### config.mk
export PLATFORM = sky130hd
export DESIGN_NAME = sha2_round_funcs
export DESIGN_NICKNAME = d
export VERILOG_FILES = /design/src/rtl/sha2_round_funcs.sv
export SDC_FILE = /design/constraint.sdc
export NUM_CORES = 1
export LEC_CHECK = 0
export BUFFER_PORTS_ARGS = -buffer_cell sky130_fd_sc_hd__buf_2
export CORE_AREA = 3 3 247 249
export CTS_BUF_LIST = sky130_fd_sc_hd__clkbuf_8
export DETAILED_ROUTE_END_ITERATION = 8
export DIE_AREA = 0 0 250 252
export PLACE_DENSITY_LB_ADDON = 0.15
export REMOVE_ABC_BUFFERS = 1
export SLEW_MARGIN = 20
export SYNTH_ARGS = -nofsm -noshare
export SYNTH_HDL_FRONTEND = slang
export SYNTH_SLANG_ARGS = --single-unit
### constraint.sdc
create_clock -name axis_aclk -period 1.4 [get_ports axis_aclk]
set_input_delay 0 -clock axis_aclk [delete_from_list [all_inputs] [get_ports axis_aclk]]
set_output_delay 0 -clock axis_aclk [all_outputs]
set_load 0.05 [all_outputs]
### src/rtl/sha2_round_funcs.sv
// sha2_round_funcs
// ----------------
// Registered SHA-2 compression-round helper. From one operand set it forms
// big Sigma0(A), big Sigma1(E), Maj(A,B,C) and Ch(E,F,G) in a single cycle.
// This unit sits next to the working-register file and feeds the T1/T2
// adders.
//
// The word size is chosen per transaction:
//   mode64 = 0 : SHA-224/256. The 32-bit word sits in bits [63:32]. Input
//                bits [31:0] are ignored and output bits [31:0] are zero.
//   mode64 = 1 : SHA-384/512. All 64 bits are used.
//
// Ports
//   axis_aclk            clock
//   reset                synchronous, active-high reset
//   in_valid             operand set present this cycle
//   mode64               word-size select, captured with the operands
//   a_in..c_in           working registers A, B, C
//   e_in..g_in           working registers E, F, G
//   out_valid            results valid (one cycle after in_valid)
//   sigma0_out           Sigma0(A)
//   sigma1_out           Sigma1(E)
//   maj_out              Maj(A,B,C)
//   ch_out               Ch(E,F,G)
//
// Data outputs load only on valid beats and hold their value between them.
// The unit never applies backpressure.
module sha2_round_funcs #(
    parameter int W        = 64,   // only 64 is supported
    parameter int S0_32_R1 = 2,
    parameter int S0_32_R2 = 13,
    parameter int S0_32_R3 = 22,
    parameter int S1_32_R1 = 6,
    parameter int S1_32_R2 = 11,
    parameter int S1_32_R3 = 25,
    parameter int S0_64_R1 = 28,
    parameter int S0_64_R2 = 34,
    parameter int S0_64_R3 = 39,
    parameter int S1_64_R1 = 14,
    parameter int S1_64_R2 = 18,
    parameter int S1_64_R3 = 41
) (
    input  logic         axis_aclk,
    input  logic         reset,
    input  logic         in_valid,
    input  logic         mode64,
    input  logic [W-1:0] a_in,
    input  logic [W-1:0] b_in,
    input  logic [W-1:0] c_in,
    input  logic [W-1:0] e_in,
    input  logic [W-1:0] f_in,
    input  logic [W-1:0] g_in,
    output logic         out_valid,
    output logic [W-1:0] sigma0_out,
    output logic [W-1:0] sigma1_out,
    output logic [W-1:0] maj_out,
    output logic [W-1:0] ch_out
);

    localparam int HW = W / 2;

    // Rotate right by a constant amount. The word is doubled and then
    // shifted, so the low half of the result holds the rotated word.
    function automatic logic [31:0] rotr32(input logic [31:0] x, input int r);
        logic [63:0] d;
        d = {x, x} >> r;
        return d[31:0];
    endfunction

    function automatic logic [63:0] rotr64(input logic [63:0] x, input int r);
        logic [127:0] d;
        d = {x, x} >> r;
        return d[63:0];
    endfunction

    // ------------------------------------------------------------------
    // Sigma functions for both word sizes, evaluated in parallel
    // ------------------------------------------------------------------
    logic [HW-1:0] a_hi;
    logic [HW-1:0] e_hi;
    logic [HW-1:0] s0_32;
    logic [HW-1:0] s1_32;
    logic [W-1:0]  s0_64;
    logic [W-1:0]  s1_64;

    assign a_hi  = a_in[W-1:HW];
    assign e_hi  = e_in[W-1:HW];

    assign s0_32 = rotr32(a_hi, S0_32_R1) ^ rotr32(a_hi, S0_32_R2) ^ rotr32(a_hi, S0_32_R3);
    assign s1_32 = rotr32(e_hi, S1_32_R1) ^ rotr32(e_hi, S1_32_R2) ^ rotr32(e_hi, S1_32_R3);
    assign s0_64 = rotr64(a_in, S0_64_R1) ^ rotr64(a_in, S0_64_R2) ^ rotr64(a_in, S0_64_R3);
    assign s1_64 = rotr64(e_in, S1_64_R1) ^ rotr64(e_in, S1_64_R2) ^ rotr64(e_in, S1_64_R3);

    // ------------------------------------------------------------------
    // Ch / Maj, one bit per slice. In 32-bit mode the low half is forced
    // to zero, so junk in the unused input bits never reaches the adders.
    // ------------------------------------------------------------------
    logic [W-1:0] ch_bits;
    logic [W-1:0] maj_bits;
    logic [W-1:0] lane_en;

    generate
        for (genvar gi = 0; gi < W; gi++) begin : g_bit
            if (gi >= HW) begin : g_hi
                assign lane_en[gi] = 1'b1;
            end else begin : g_lo
                assign lane_en[gi] = mode64;
            end
            assign ch_bits[gi]  = lane_en[gi] &
                                  ((e_in[gi] & f_in[gi]) ^ (~e_in[gi] & g_in[gi]));
            assign maj_bits[gi] = lane_en[gi] &
                                  ((a_in[gi] & b_in[gi]) ^ (a_in[gi] & c_in[gi]) ^
                                   (b_in[gi] & c_in[gi]));
        end
    endgenerate

    // ------------------------------------------------------------------
    // Output register
    // ------------------------------------------------------------------
    logic         valid_reg;
    logic [W-1:0] sigma0_reg, sigma0_next;
    logic [W-1:0] sigma1_reg, sigma1_next;
    logic [W-1:0] maj_reg,    maj_next;
    logic [W-1:0] ch_reg,     ch_next;

    always_comb begin
        sigma0_next = sigma0_reg;
        sigma1_next = sigma1_reg;
        maj_next    = maj_reg;
        ch_next     = ch_reg;
        if (in_valid) begin
            if (mode64) begin
                sigma0_next = s0_64;
                sigma1_next = s1_64;
            end else begin
                sigma0_next = {s0_32, {HW{1'b0}}};
                sigma1_next = {s1_32, {HW{1'b0}}};
            end
            maj_next = maj_bits;
            ch_next  = ch_bits;
        end
    end

    always_ff @(posedge axis_aclk) begin
        if (reset) begin
            valid_reg  <= 1'b0;
            sigma0_reg <= '0;
            sigma1_reg <= '0;
            maj_reg    <= '0;
            ch_reg     <= '0;
        end else begin
            valid_reg  <= in_valid;
            sigma0_reg <= sigma0_next;
            sigma1_reg <= sigma1_next;
            maj_reg    <= maj_next;
            ch_reg     <= ch_next;
        end
    end

    assign out_valid  = valid_reg;
    assign sigma0_out = sigma0_reg;
    assign sigma1_out = sigma1_reg;
    assign maj_out    = maj_reg;
    assign ch_out     = ch_reg;

endmodule

# Yosys cells after proc, flatten, opt, wreduce, memory -nomap -nowiden
# Cells that the tools add are included.
# totals
register_bits	257
in_bits	388
out_inout_bits	257
word_cells	655
# op_classes
muxes	2
n_bitwise	648
# op_table
op	count
AND 1 bit	384
bitwise XOR 64 bit	4
bitwise XOR 1 bit	192
two-way mux 64 bit	2
bitwise XOR 32 bit	4
NOT 1 bit	64

# Longest topological paths before layout
# Gate-level depths: netlist of the first run.
# depth
word_depth	4
mapped_depth	7
depth_no_buf	3

# Worst setup path before layout of the first run
# OpenSTA, ideal clock, no wires.
# synth_path
kind	register to register
from	register sigma1_out[63] (netlist name)
to	register sigma1_reg[63], in the netlist sigma1_out[63]
setup_ps	66
arrival_ps	1026
t_required_ps	1334
path_slack_ps	308
path_stages_with_launch	4
path_buffers	0
period_less_slack_ps	1092
path_cell_list	dfxtp_1 > nor2_1 > a211oi_1 > a21boi_2
# synth_rtl
element	line_no	source
to (signal assigned)	154	sigma1_reg <= sigma1_next;
to (decl)	122	logic [W-1:0] sigma1_reg, sigma1_next;

# Final worst setup path of the first run
# layout_path
from	input port e_in[34]
to	register sigma1_reg[57], in the netlist sigma1_out[57]
# layout_via
elab_chain_len	2
# layout_rtl
element	line_no	source
from (decl)	50	input logic [W-1:0] e_in,
bitwise XOR 64 bit	92	assign s1_64 = rotr64(e_in, S1_64_R1) ^ rotr64(e_in, S1_64_R2) ^ rotr64(e_in, S1_64_R3);
two-way mux 64 bit	132	if (mode64) begin
# Every way passes these cells.
# A chain may end at the register's enable or synchronous reset.

==> results of run 1 <==
-- Yosys cell counts, drive strengths merged --
library cell and count:
nand3 17, o211a 11, a211oi 66, a2111oi 9, xor2 53, inv 1
a21oi 64, and2 1, o21ai 71, nand3b 22, o21bai 8, nor2b 67
a311oi 32, nor4 10, o21a 25, mux2 43, a22o 25, mux2i 69
a21boi 1, nor2 196, buf 123, clkbuf 29, dfxtp 257, maj3 32
nand2 71, or3b 5, xnor3 26, nand2b 2, xnor2 205
-- through the flow --
step,utilization [%],setup TNS [ns]
2_1_floorplan,-,0
3_3_place_gp,31.07,0
3_5_place_dp,31.07,0
4_1_cts,41.98,0
5_1_grt,42.59,-0.08674
6_report,42.59,-0.3018
-- final cells by class --
cell class / instances / area [um^2] / share of cell area (%)
repair buffers: 1248 / 9438 / 37.62
multi-input cells: 1131 / 8534 / 34.02
flip-flops and latches: 257 / 5145 / 20.51
well taps: 773 / 967.2 / 3.855
clock buffers: 64 / 880.8 / 3.511
clock inverters: 25 / 107.6 / 0.4289
diodes: 4 / 10.01 / 0.03990
inverters: 1 / 3.754 / 0.01496
-- worst paths after layout --
check / to / slack [ns] / depth (start not counted)
worst min register to register: sigma1_out[24]$_SDFFE_PP0P_ / 0.47 / 2
worst max register to register: sigma0_out[37]$_SDFFE_PP0P_ / 0.08 / 4
worst max-delay path: sigma1_out[57]$_SDFFE_PP0P_ / -0.11 / 6
worst min-delay path: sigma0_out[26]$_SDFFE_PP0P_ / 0.03 / 3
-- what timing repair did --
| item | in CTS | in global routing |
|---|---|---|
| setup endpoints to repair | 3 | 49 |
| resized for setup | 3 | 70 |
| hold buffers | 542 | 11 |
| pin swaps | 0 | 10 |
| buffers inserted | 0 | 1 |
| endpoints found under the hold margin | 257 | 6 |
| cloned | 0 | 2 |
-- sequential cells by signal, summed over array words and instances (netlist names) --
register	count
ch_out	64
maj_out	64
out_valid	1
sigma0_out	64
sigma1_out	64
-- kinds of logic after synthesis --
logic type,Yosys count,share of synthesized area (%)
AND/OR/NAND/NOR,391,12.75
AO/OA/AOI/OAI,312,15.11
XOR/XNOR,284,19.86
flip-flops,257,35.90
buffers and inverters,153,5.955
multiplexers,112,8.199
adder cells (fa/ha/maj),32,2.235
-- critical path: stages --
cell and delay (ns):
dlygate4sd3_1 0.55, clkbuf_4 0.21, xnor2_2 0.16, mux2i_1 0.12, dlygate4sd3_1 0.56, a2111oi_1 0.39
-- layer usage --
metal | global-route usage, % | vias up
met5 | 0 | -
met4 | 9.412 | 0
met3 | 4.783 | 176
met2 | 38.22 | 632
met1 | 27.65 | 7874
li1 | - | 7585
-- where the power goes --
group	leakage, nW	switching, mW	internal [mW]	total [mW]
clock	0.582	3.56	4.08	7.63
combinational	8.51	4.61	3.57	8.17
sequential	2.12	0.251	7.82	8.07
==> results.sh, run 1 <==
export IMPL_run_status="complete, but fails checks"
export IMPL_failed_checks="negative setup slack"
export IMPL_whs_ns=0.03141
export IMPL_die_area_um2=63000
export IMPL_start_util_pct=24.33
export IMPL_p_leak_nw=11.21
export IMPL_end_kind="flip-flop"
export IMPL_place_inst=2867
export IMPL_final_cells=3503
export IMPL_hp_start="a_in[1]"
export IMPL_cts_root_buf="clkbuf_8"
export IMPL_die_height_um=252
export IMPL_ant_nets=0
export IMPL_synthesis_area_um2=14330
export IMPL_grt_util_all_layers_pct=22.49
export IMPL_antenna_found_initial=4
export IMPL_hold_class="input pin to flip-flop"
export IMPL_globalplace_congestion=0.8303
export IMPL_period_share_pct=107.6
export IMPL_fin_skew_ns=0
export IMPL_arrival_ns=2.00
export IMPL_report_final_hold_viol_count=0
export IMPL_synth_largest_area_cell="dfxtp_1"
export IMPL_design_area_um2=25090
export IMPL_nFillCells=5819
export IMPL_ir_worst_vdd_mv=0.6401
export IMPL_report_final_slew_viol_count=0
export IMPL_path_clk_slew_ns=0.06
export IMPL_synthTopCellsByArea="dfxtp_1 36%, xnor2_1 13%, nor2_1 5.1%"
export IMPL_path_class="input pin to flip-flop"
export IMPL_crit_path_max_fanout=5
export IMPL_avgViaCountPerCell=4.644
export IMPL_clkSinkCount=257
export IMPL_drt_met1_wl_um=31480
export IMPL_area_delta_synth_final_pct=75.06
export IMPL_portBuffers=644
export IMPL_clock_insertion_delay_worst_skew_ns=0.59
export IMPL_tritoncts="built"
export IMPL_worst_slew_pin_slew_ns=0.5449
export IMPL_critPathLaunchType="input pin"
export IMPL_first_global_vias=16990
export IMPL_vias=16270
export IMPL_netlist_instances=1541
export IMPL_power_density_nw_per_um2=951.7
export IMPL_met2_length_um=35660
export IMPL_htreeDepth=2
export IMPL_met3_wirelength_um=4637
export IMPL_post_route_drc_count=0
export IMPL_ys_seq_area_share_pct=35.90
export IMPL_routed_wl_um=75000
export IMPL_fin_ws_ns=-0.1066
export IMPL_place_area_um2=18300
export IMPL_drt_wirelength_per_cell_um=21.41
export IMPL_rsz0062_at_grt="true"
export IMPL_clockBufferDepth=3
export IMPL_num_rows=89
export IMPL_finalSetupViolCount=13
export IMPL_dpl_hpwl_um=51240
export IMPL_yosys_register_bits=257
export IMPL_worstPathRequired_ns=1.89
export IMPL_final_nets=3078
export IMPL_finalPower_mw=23.88
export IMPL_final_cell_mix="619 x buf_2, 537 x dlygate4sd3_1, 257 x dfxtp_1"
export IMPL_critPathLaunch="e_in[34]"
export IMPL_cts_made_buffers=51
export IMPL_min_period_ns=1.507
export IMPL_grt_max_degree=81
export IMPL_dp_slack_ns=0.1052
export IMPL_drt_iter0_markers=1016
export IMPL_synth_distinct_cells=39
export IMPL_top_layer="met4"
export IMPL_max_freq_mhz=663.7
export IMPL_die_w_um=250
export IMPL_grt_ovfl_total=0
export IMPL_ys_warnings_count=0
export IMPL_r2r_start="sigma0_out[37]$_SDFFE_PP0P_"
export IMPL_grt_pass1_wl_um=107200
export IMPL_layout_drive_gt1_share_pct=31.69
export IMPL_core_area_um2=58910
export IMPL_dr_pass1_iters=5
export IMPL_synth_top_cell_area_share_pct=35.90
export IMPL_drv_cap=0
export IMPL_maxSlewHeadroom_pct=63.41
export IMPL_final_common_cell="buf_2"
export IMPL_avgSynthCellArea_um2=9.299
export IMPL_pin_count=645
Note: power is estimated with default switching activity, not from simulation.
==> inputs of run 2 (changes only) <==
--- a/config.mk
+++ b/config.mk
@@ -10,6 +10,8 @@
 export CTS_BUF_LIST = sky130_fd_sc_hd__clkbuf_8
 export DETAILED_ROUTE_END_ITERATION = 8
 export DIE_AREA = 0 0 250 252
+export HOLD_SLACK_MARGIN = 0.1
+export MAX_ROUTING_LAYER = met4
 export PLACE_DENSITY_LB_ADDON = 0.15
 export REMOVE_ABC_BUFFERS = 1
 export SLEW_MARGIN = 20
==> results.sh, run 2 (same netlist as run 1, synthesis figures left out) <==
export IMPL_core_area_um2=58910
export IMPL_grt_max_degree=81
export IMPL_p_leak_nw=11.31
export IMPL_routed_wl_um=75580
export IMPL_power_density_nw_per_um2=957.0
export IMPL_grt_util_all_layers_pct=23.44
export IMPL_ir_worst_vdd_mv=0.6514
export IMPL_r2r_start="sigma0_out[41]$_SDFFE_PP0P_"
export IMPL_report_final_hold_viol_count=0
export IMPL_run_status="complete, but fails checks"
export IMPL_p_comb_share_pct=34.6
export IMPL_final_common_cell="buf_2"
export IMPL_fin_skew_ns=0
export IMPL_p_switching_mw=8.484
export IMPL_grt_pass1_wl_um=108100
export IMPL_clkSinkCount=257
export IMPL_drt_wirelength_per_cell_um=21.64
export IMPL_hold_class="input pin to flip-flop"
export IMPL_hp_start="in_valid"
export IMPL_final_cells=3492
export IMPL_min_period_ns=1.442
export IMPL_avgViaCountPerCell=4.657
export IMPL_dpl_hpwl_um=51240
export IMPL_arrival_ns=1.93
export IMPL_p_int_mw=15.57
export IMPL_dp_slack_ns=0.1052
export IMPL_layout_drive_gt1_share_pct=32.27
export IMPL_first_global_vias=17030
export IMPL_failed_checks="negative setup slack"
export IMPL_max_freq_mhz=693.6
export IMPL_worst_slew_pin_slew_ns=0.5986
export IMPL_htreeDepth=2
export IMPL_cts_root_buf="clkbuf_8"
export IMPL_grt_ovfl_total=0
export IMPL_finalPower_mw=24.05
export IMPL_final_cell_mix="612 x buf_2, 526 x dlygate4sd3_1, 257 x dfxtp_1"
export IMPL_rsz0062_at_grt="true"
export IMPL_cts_made_buffers=51
export IMPL_drv_cap=0
export IMPL_tns_ns=-0.2127
export IMPL_die_w_um=250
export IMPL_report_final_slew_viol_count=0
export IMPL_place_inst=2867
export IMPL_swShare_pct=35.27
export IMPL_clock_insertion_delay_worst_skew_ns=0.59
export IMPL_path_clk_slew_ns=0.06
export IMPL_dr_pass1_iters=5
export IMPL_path_class="input pin to flip-flop"
export IMPL_start_util_pct=24.33
export IMPL_tritoncts="built"
export IMPL_period_share_pct=103.0
export IMPL_portBuffers=644
export IMPL_finalSetupViolCount=11
export IMPL_clockBufferDepth=3
export IMPL_critPathLaunch="e_in[18]"
export IMPL_num_rows=89
export IMPL_clockPowerShare_pct=31.8
export IMPL_die_area_um2=63000
export IMPL_drt_iter0_markers=943
export IMPL_ant_nets=0
export IMPL_seqPwrFrac_pct=33.6
export IMPL_crit_path_max_fanout=4
export IMPL_end_kind="flip-flop"
export IMPL_fin_ws_ns=-0.04182
export IMPL_post_route_drc_count=0
export IMPL_maxSlewHeadroom_pct=59.96
export IMPL_critPathLaunchType="input pin"
export IMPL_globalplace_congestion=0.8430
export IMPL_final_nets=3067
export IMPL_worstPathRequired_ns=1.89
export IMPL_pin_count=645
export IMPL_antenna_found_initial=5
export IMPL_area_delta_synth_final_pct=75.38
export IMPL_vias=16260
export IMPL_die_height_um=252
## run 2: stage by stage
| step | cell area [um^2] | hold WS, ns | util [%] |
|---|---|---|---|
| CTS | 24630 | 0.005952 | 41.81 |
| finish | 25130 | 0.06464 | 42.66 |
| floorplan | 13480 | 0.06886 | - |
| global placement | 18300 | 0.2852 | 31.07 |
| global route | 25130 | 0.04046 | 42.66 |
| detailed placement | 18300 | 0.2931 | 31.07 |
## run 2: layer usage
layer	wire length, um	GRT usage [%]
met1	31670	28.18
met2	36210	38.69
met3	4743	4.649
met4	2958	9.280
met5	0	-
## run 2: timing repair
| action | CTS | global route |
|---|---|---|
| setup endpoints to repair | 3 | 68 |
| hold buffers | 530 | 16 |
| pin swaps | 0 | 9 |
| setup buffers | 0 | 2 |
| gates resized for setup | 3 | 99 |
| gates cloned | 0 | 1 |
| endpoints found under the hold margin | 257 | 30 |
## run 2: final timing paths
kind	to	slack (ns)	cells after the start
max reg2reg	sigma0_out[41]$_SDFFE_PP0P_	0.08	4
max	sigma1_out[41]$_SDFFE_PP0P_	-0.04	6
min	ch_out[6]$_SDFFE_PP0P_	0.06	5
min reg2reg	sigma0_out[27]$_SDFFE_PP0P_	0.45	2
## run 2: critical path: stages
cell and delay (ns):
dlygate4sd3_1 0.53, buf_2 0.18, xnor2_2 0.17, mux2_2 0.35
o211a_1 0.13, dlygate4sd3_1 0.56
## run 2: cell type report
class | count | area, um^2
inverter | 1 | 3.754
tap | 773 | 967.2
timing repair buffer | 1237 | 9358
multi-input combinational | 1131 | 8660
clock buffer | 64 | 880.8
sequential | 257 | 5145
antenna | 4 | 10.01
fill | 5801 | 33780
clock inverter | 25 | 107.6
## run 2: power groups by stage
stage               sequential (mW)  combinational, mW  clock, mW
floorplan                      9.92               2.06          0
global placement               8.20               6.48          0
detailed placement             8.21               6.49          0
CTS                            8.06               8.09       8.01
global route                   8.12               8.79       8.27
finish                         8.07               8.33       7.65
==> inputs of run 3 (changes only) <==
--- a/config.mk
+++ b/config.mk
@@ -6,10 +6,12 @@
 export NUM_CORES = 1
 export LEC_CHECK = 0
 export BUFFER_PORTS_ARGS = -buffer_cell sky130_fd_sc_hd__buf_2
-export CORE_AREA = 3 3 247 249
+export CELL_PAD_IN_SITES_DETAIL_PLACEMENT = 1
+export CELL_PAD_IN_SITES_GLOBAL_PLACEMENT = 1
+export CORE_AREA = 3 3 250 252
 export CTS_BUF_LIST = sky130_fd_sc_hd__clkbuf_8
 export DETAILED_ROUTE_END_ITERATION = 8
-export DIE_AREA = 0 0 250 252
+export DIE_AREA = 0 0 253 255
 export HOLD_SLACK_MARGIN = 0.1
 export MAX_ROUTING_LAYER = met4
 export PLACE_DENSITY_LB_ADDON = 0.15
==> results.sh, run 3 <==
export IMPL_avgSynthCellArea_um2=9.299
export IMPL_muxShareOfSynthArea_pct=8.199
export IMPL_synthesis_area_um2=14330
export IMPL_synth_xor_xnor_area_share_pct=19.86
export IMPL_async_flop_share_pct=0
export IMPL_num_rows=90
export IMPL_synth_compound_area_share_pct=15.11
export IMPL_cts_resized=1
export IMPL_synth_distinct_cells=39
export IMPL_post_cts_buffers=0
export IMPL_run_status="stopped before the end"
export IMPL_dpl_hpwl_um=55320
export IMPL_portBuffers=644
export IMPL_clkSinkCount=257
export IMPL_synth_ff_type="dfxtp_1"
export IMPL_place_area_um2=18390
export IMPL_hold_buffers=596
export IMPL_synth_largest_area_cell="dfxtp_1"
export IMPL_synth_top_cell_area_share_pct=35.90
export IMPL_synthAdderAreaFrac_pct=2.235
export IMPL_cts_root_buf="clkbuf_8"
export IMPL_lastStage="clock tree synthesis"
export IMPL_start_util_pct=23.74
export IMPL_pin_count=645
export IMPL_yosys_register_bits=257
export IMPL_synth_top_family_by_area="XOR/XNOR gates"
export IMPL_synth_edff_count=0
export IMPL_yosys_area_share_simple_pct=12.75
export IMPL_place_inst=2884
export IMPL_globalplace_congestion=0.8341
export IMPL_netlist_instances=1541
export IMPL_cts_made_buffers=53
export IMPL_die_w_um=253
export IMPL_clockBufferDepth=3
export IMPL_ys_top_cells_by_count="257 x dfxtp_1, 205 x xnor2_1, 195 x nor2_1"
export IMPL_error_message="[ERROR RSZ-0060] Max buffer count reached."
export IMPL_htreeDepth=2
export IMPL_synthTopCellsByArea="dfxtp_1 36%, xnor2_1 13%, nor2_1 5.1%"
export IMPL_synth_most_common_cell="dfxtp_1"
export IMPL_ys_warnings_count=0
export IMPL_ys_seq_area_share_pct=35.90
export IMPL_die_height_um=255
[run 3: logic make-up after synthesis]
logic type	count (synthesis)
AOI/OAI and AO/OA	312
xor gates and xnor gates	284
adders and majority gates	32
buffers and inverters	153
DFF	257
muxes	112
and+or+nand+nor	391
[run 3: through the flow]
step	hold slack, ns	utilization, %	worst slack, ns
floorplan	0.06886	-	0.07254
global placement	0.2846	30.46	0.1019
detailed placement	0.2950	30.46	0.04749
==> inputs of run 4 (changes only) <==
==> config.mk (replaced) <==
export PLATFORM = sky130hd
export DESIGN_NAME = sha2_round_funcs
export DESIGN_NICKNAME = d
export VERILOG_FILES = /design/src/rtl/sha2_round_funcs.sv
export SDC_FILE = /design/constraint.sdc
export NUM_CORES = 1
export LEC_CHECK = 0
export BUFFER_PORTS_ARGS = -buffer_cell sky130_fd_sc_hd__buf_2
export CORE_MARGIN = 3
export CORE_UTILIZATION = 24
export DETAILED_ROUTE_END_ITERATION = 8
export PLACE_DENSITY_LB_ADDON = 0.15
export REMOVE_ABC_BUFFERS = 1
export SLEW_MARGIN = 20
export SYNTH_ARGS = -nofsm -noshare
export SYNTH_HDL_FRONTEND = slang
export SYNTH_SLANG_ARGS = --single-unit
==> results.sh, run 4 (same netlist as run 1, synthesis figures left out) <==
export IMPL_arrival_ns=1.81
export IMPL_nFillCells=5844
export IMPL_report_final_hold_viol_count=0
export IMPL_worstPathRequired_ns=1.82
export IMPL_worstReg2RegEnd="maj_out[32]$_SDFFE_PP0P_"
export IMPL_grt_pass1_wl_um=104400
export IMPL_post_route_drc_count=0
export IMPL_report_final_slew_viol_count=0
export IMPL_area_delta_synth_final_pct=64.72
export IMPL_fin_skew_ns=0
export IMPL_finalPower_mw=24.69
export IMPL_hold_class="input pin to flip-flop"
export IMPL_routed_wl_um=71300
export IMPL_drt_wirelength_per_cell_um=21.48
export IMPL_ant_nets=0
export IMPL_final_common_cell="buf_2"
export IMPL_hold_depth=4
export IMPL_place_area_um2=18240
export IMPL_tritoncts="built"
export IMPL_grt_ovfl_total=0
export IMPL_max_freq_mhz=716.6
export IMPL_die_area_um2=62680
export IMPL_antenna_found_initial=4
export IMPL_clkSinkCount=257
export IMPL_path_clk_slew_ns=0.06
export IMPL_seqPwrFrac_pct=32.7
export IMPL_dr_pass1_iters=4
export IMPL_r2r_start="maj_out[32]$_SDFFE_PP0P_"
export IMPL_swShare_pct=33.69
export IMPL_dpl_hpwl_um=50850
export IMPL_power_density_nw_per_um2=1046
export IMPL_clockPowerShare_pct=36.6
export IMPL_core_area_um2=58360
export IMPL_path_class="input pin to flip-flop"
export IMPL_end_kind="flip-flop"
export IMPL_start_util_pct=24.56
export IMPL_critPathLaunchType="input pin"
export IMPL_final_nets=2911
export IMPL_grt_max_degree=73
export IMPL_ir_worst_vdd_mv=0.9025
export IMPL_slowest_delay_ns=0.56
export IMPL_final_cell_mix="598 x buf_2, 400 x dlygate4sd3_1, 257 x dfxtp_1"
export IMPL_p_comb_share_pct=30.7
export IMPL_crit_chain="dlygate4sd3_1, clkbuf_4, mux2_2, dlygate4sd3_1, a21oi_1, nor2_1"
export IMPL_crit_top_cell="dlygate4sd3_1"
export IMPL_whs_ns=0.01659
export IMPL_cts_made_buffers=35
export IMPL_run_status="finished clean"
export IMPL_portBuffers=644
export IMPL_clockBufferDepth=3
export IMPL_htreeDepth=2
export IMPL_r2r_cells=3
export IMPL_min_to="sigma1_out[55]$_SDFFE_PP0P_"
export IMPL_drt_iter0_markers=784
export IMPL_cp_buffers_inverters=3
export IMPL_finalSetupViolCount=0
export IMPL_grt_util_all_layers_pct=21.93
export IMPL_period_share_pct=99.68
export IMPL_vias=15360
export IMPL_avgViaCountPerCell=4.627
export IMPL_maxSlewHeadroom_pct=60.15
export IMPL_clock_insertion_delay_worst_skew_ns=0.52
export IMPL_cts_root_buf="clkbuf_16"
export IMPL_design_area_um2=23600
export IMPL_pin_count=645
export IMPL_die_height_um=250.4
export IMPL_p_leak_nw=10.53
export IMPL_die_w_um=250.4
export IMPL_p_int_mw=16.37
export IMPL_crit_path_max_fanout=4
export IMPL_layout_drive_gt1_share_pct=32.12
export IMPL_num_rows=88
export IMPL_min_period_ns=1.395
export IMPL_globalplace_congestion=0.8214
export IMPL_cp_top_family="buffers and inverters"
export IMPL_p_switching_mw=8.319
export IMPL_final_util_pct=40.45
export IMPL_slowest_stage="dlygate4sd3_1"
export IMPL_drv_cap=0
export IMPL_hp_start="e_in[5]"
export IMPL_reg2reg_slack_ns=0.18
export IMPL_first_global_vias=16190
export IMPL_worst_slew_pin_slew_ns=0.5958
[run 4: what timing repair did]
item                       CTS  global route
hold buffers               407            12
gates resized for setup      0            89
hold endpoints to repair   246            12
setup buffers                0             1
setup endpoints to repair    0            56
[run 4: final cells by class]
type / instances / area, um^2 / share of cell area [%]
Multi-Input combinational cell: 1131 / 8401 / 35.59
Sequential cell: 257 / 5145 / 21.80
Clock buffer: 54 / 1018 / 4.315
Antenna cell: 4 / 10.01 / 0.04241
Tap cell: 765 / 957.2 / 4.055
Timing Repair Buffer: 1097 / 7951 / 33.69
Inverter: 1 / 3.754 / 0.01590
Clock inverter: 10 / 117.6 / 0.4983
[run 4: power groups by stage]
stage | clock (mW) | sequential, mW | combinational, mW
5_1_grt | 9.62 | 8.12 | 8.06
2_1_floorplan | 0 | 9.92 | 2.06
3_5_place_dp | 0 | 8.21 | 6.47
6_report | 9.04 | 8.07 | 7.59
4_1_cts | 9.37 | 8.06 | 7.55
3_3_place_gp | 0 | 8.21 | 6.45
[run 4: how the worst max path moves through the flow]
stage	startpoint	to	slack, ns	cells after the start
final	e_in[25]	ch_out[25]$_SDFFE_PP0P_	0.005	6
after global routing	e_in[27]	ch_out[27]$_SDFFE_PP0P_	-0.01	6
after CTS	a_in[58]	sigma0_out[30]$_SDFFE_PP0P_	0.01	6
after detailed placement	mode64	sigma1_out[47]$_SDFFE_PP0P_	0.06	5
after global placement	mode64	sigma1_out[47]$_SDFFE_PP0P_	0.06	5
after floorplan	mode64	sigma0_out[10]$_SDFFE_PP0P_	0.07	3
[run 4: worst reg2reg max path, delay by kind of cell (launching register included)]
family	cells	cell delay, ns
buffers and inverters	1	0.57
flip-flops	1	0.33
AO/OA/AOI/OAI	1	0.22
AND/OR/NAND/NOR	1	0.04
[run 4: per-stage QoR]
stage	instances	setup WS [ns]	setup TNS (ns)
2_1_floorplan	1389	0.07254	0
4_1_cts	3325	0.01001	0
5_1_grt	3318	-0.009919	-0.01719
3_5_place_dp	2854	0.05867	0
6_report	3319	0.004517	0
3_3_place_gp	2854	0.06469	0
[run 4: layer usage]
metal	track usage [%]	up-vias	routed length [um]
met5	0	-	0
met4	9.181	0	3059
met3	4.257	150	4066
met2	36.68	573	33530
met1	27.57	7388	30650
li1	-	7246	-
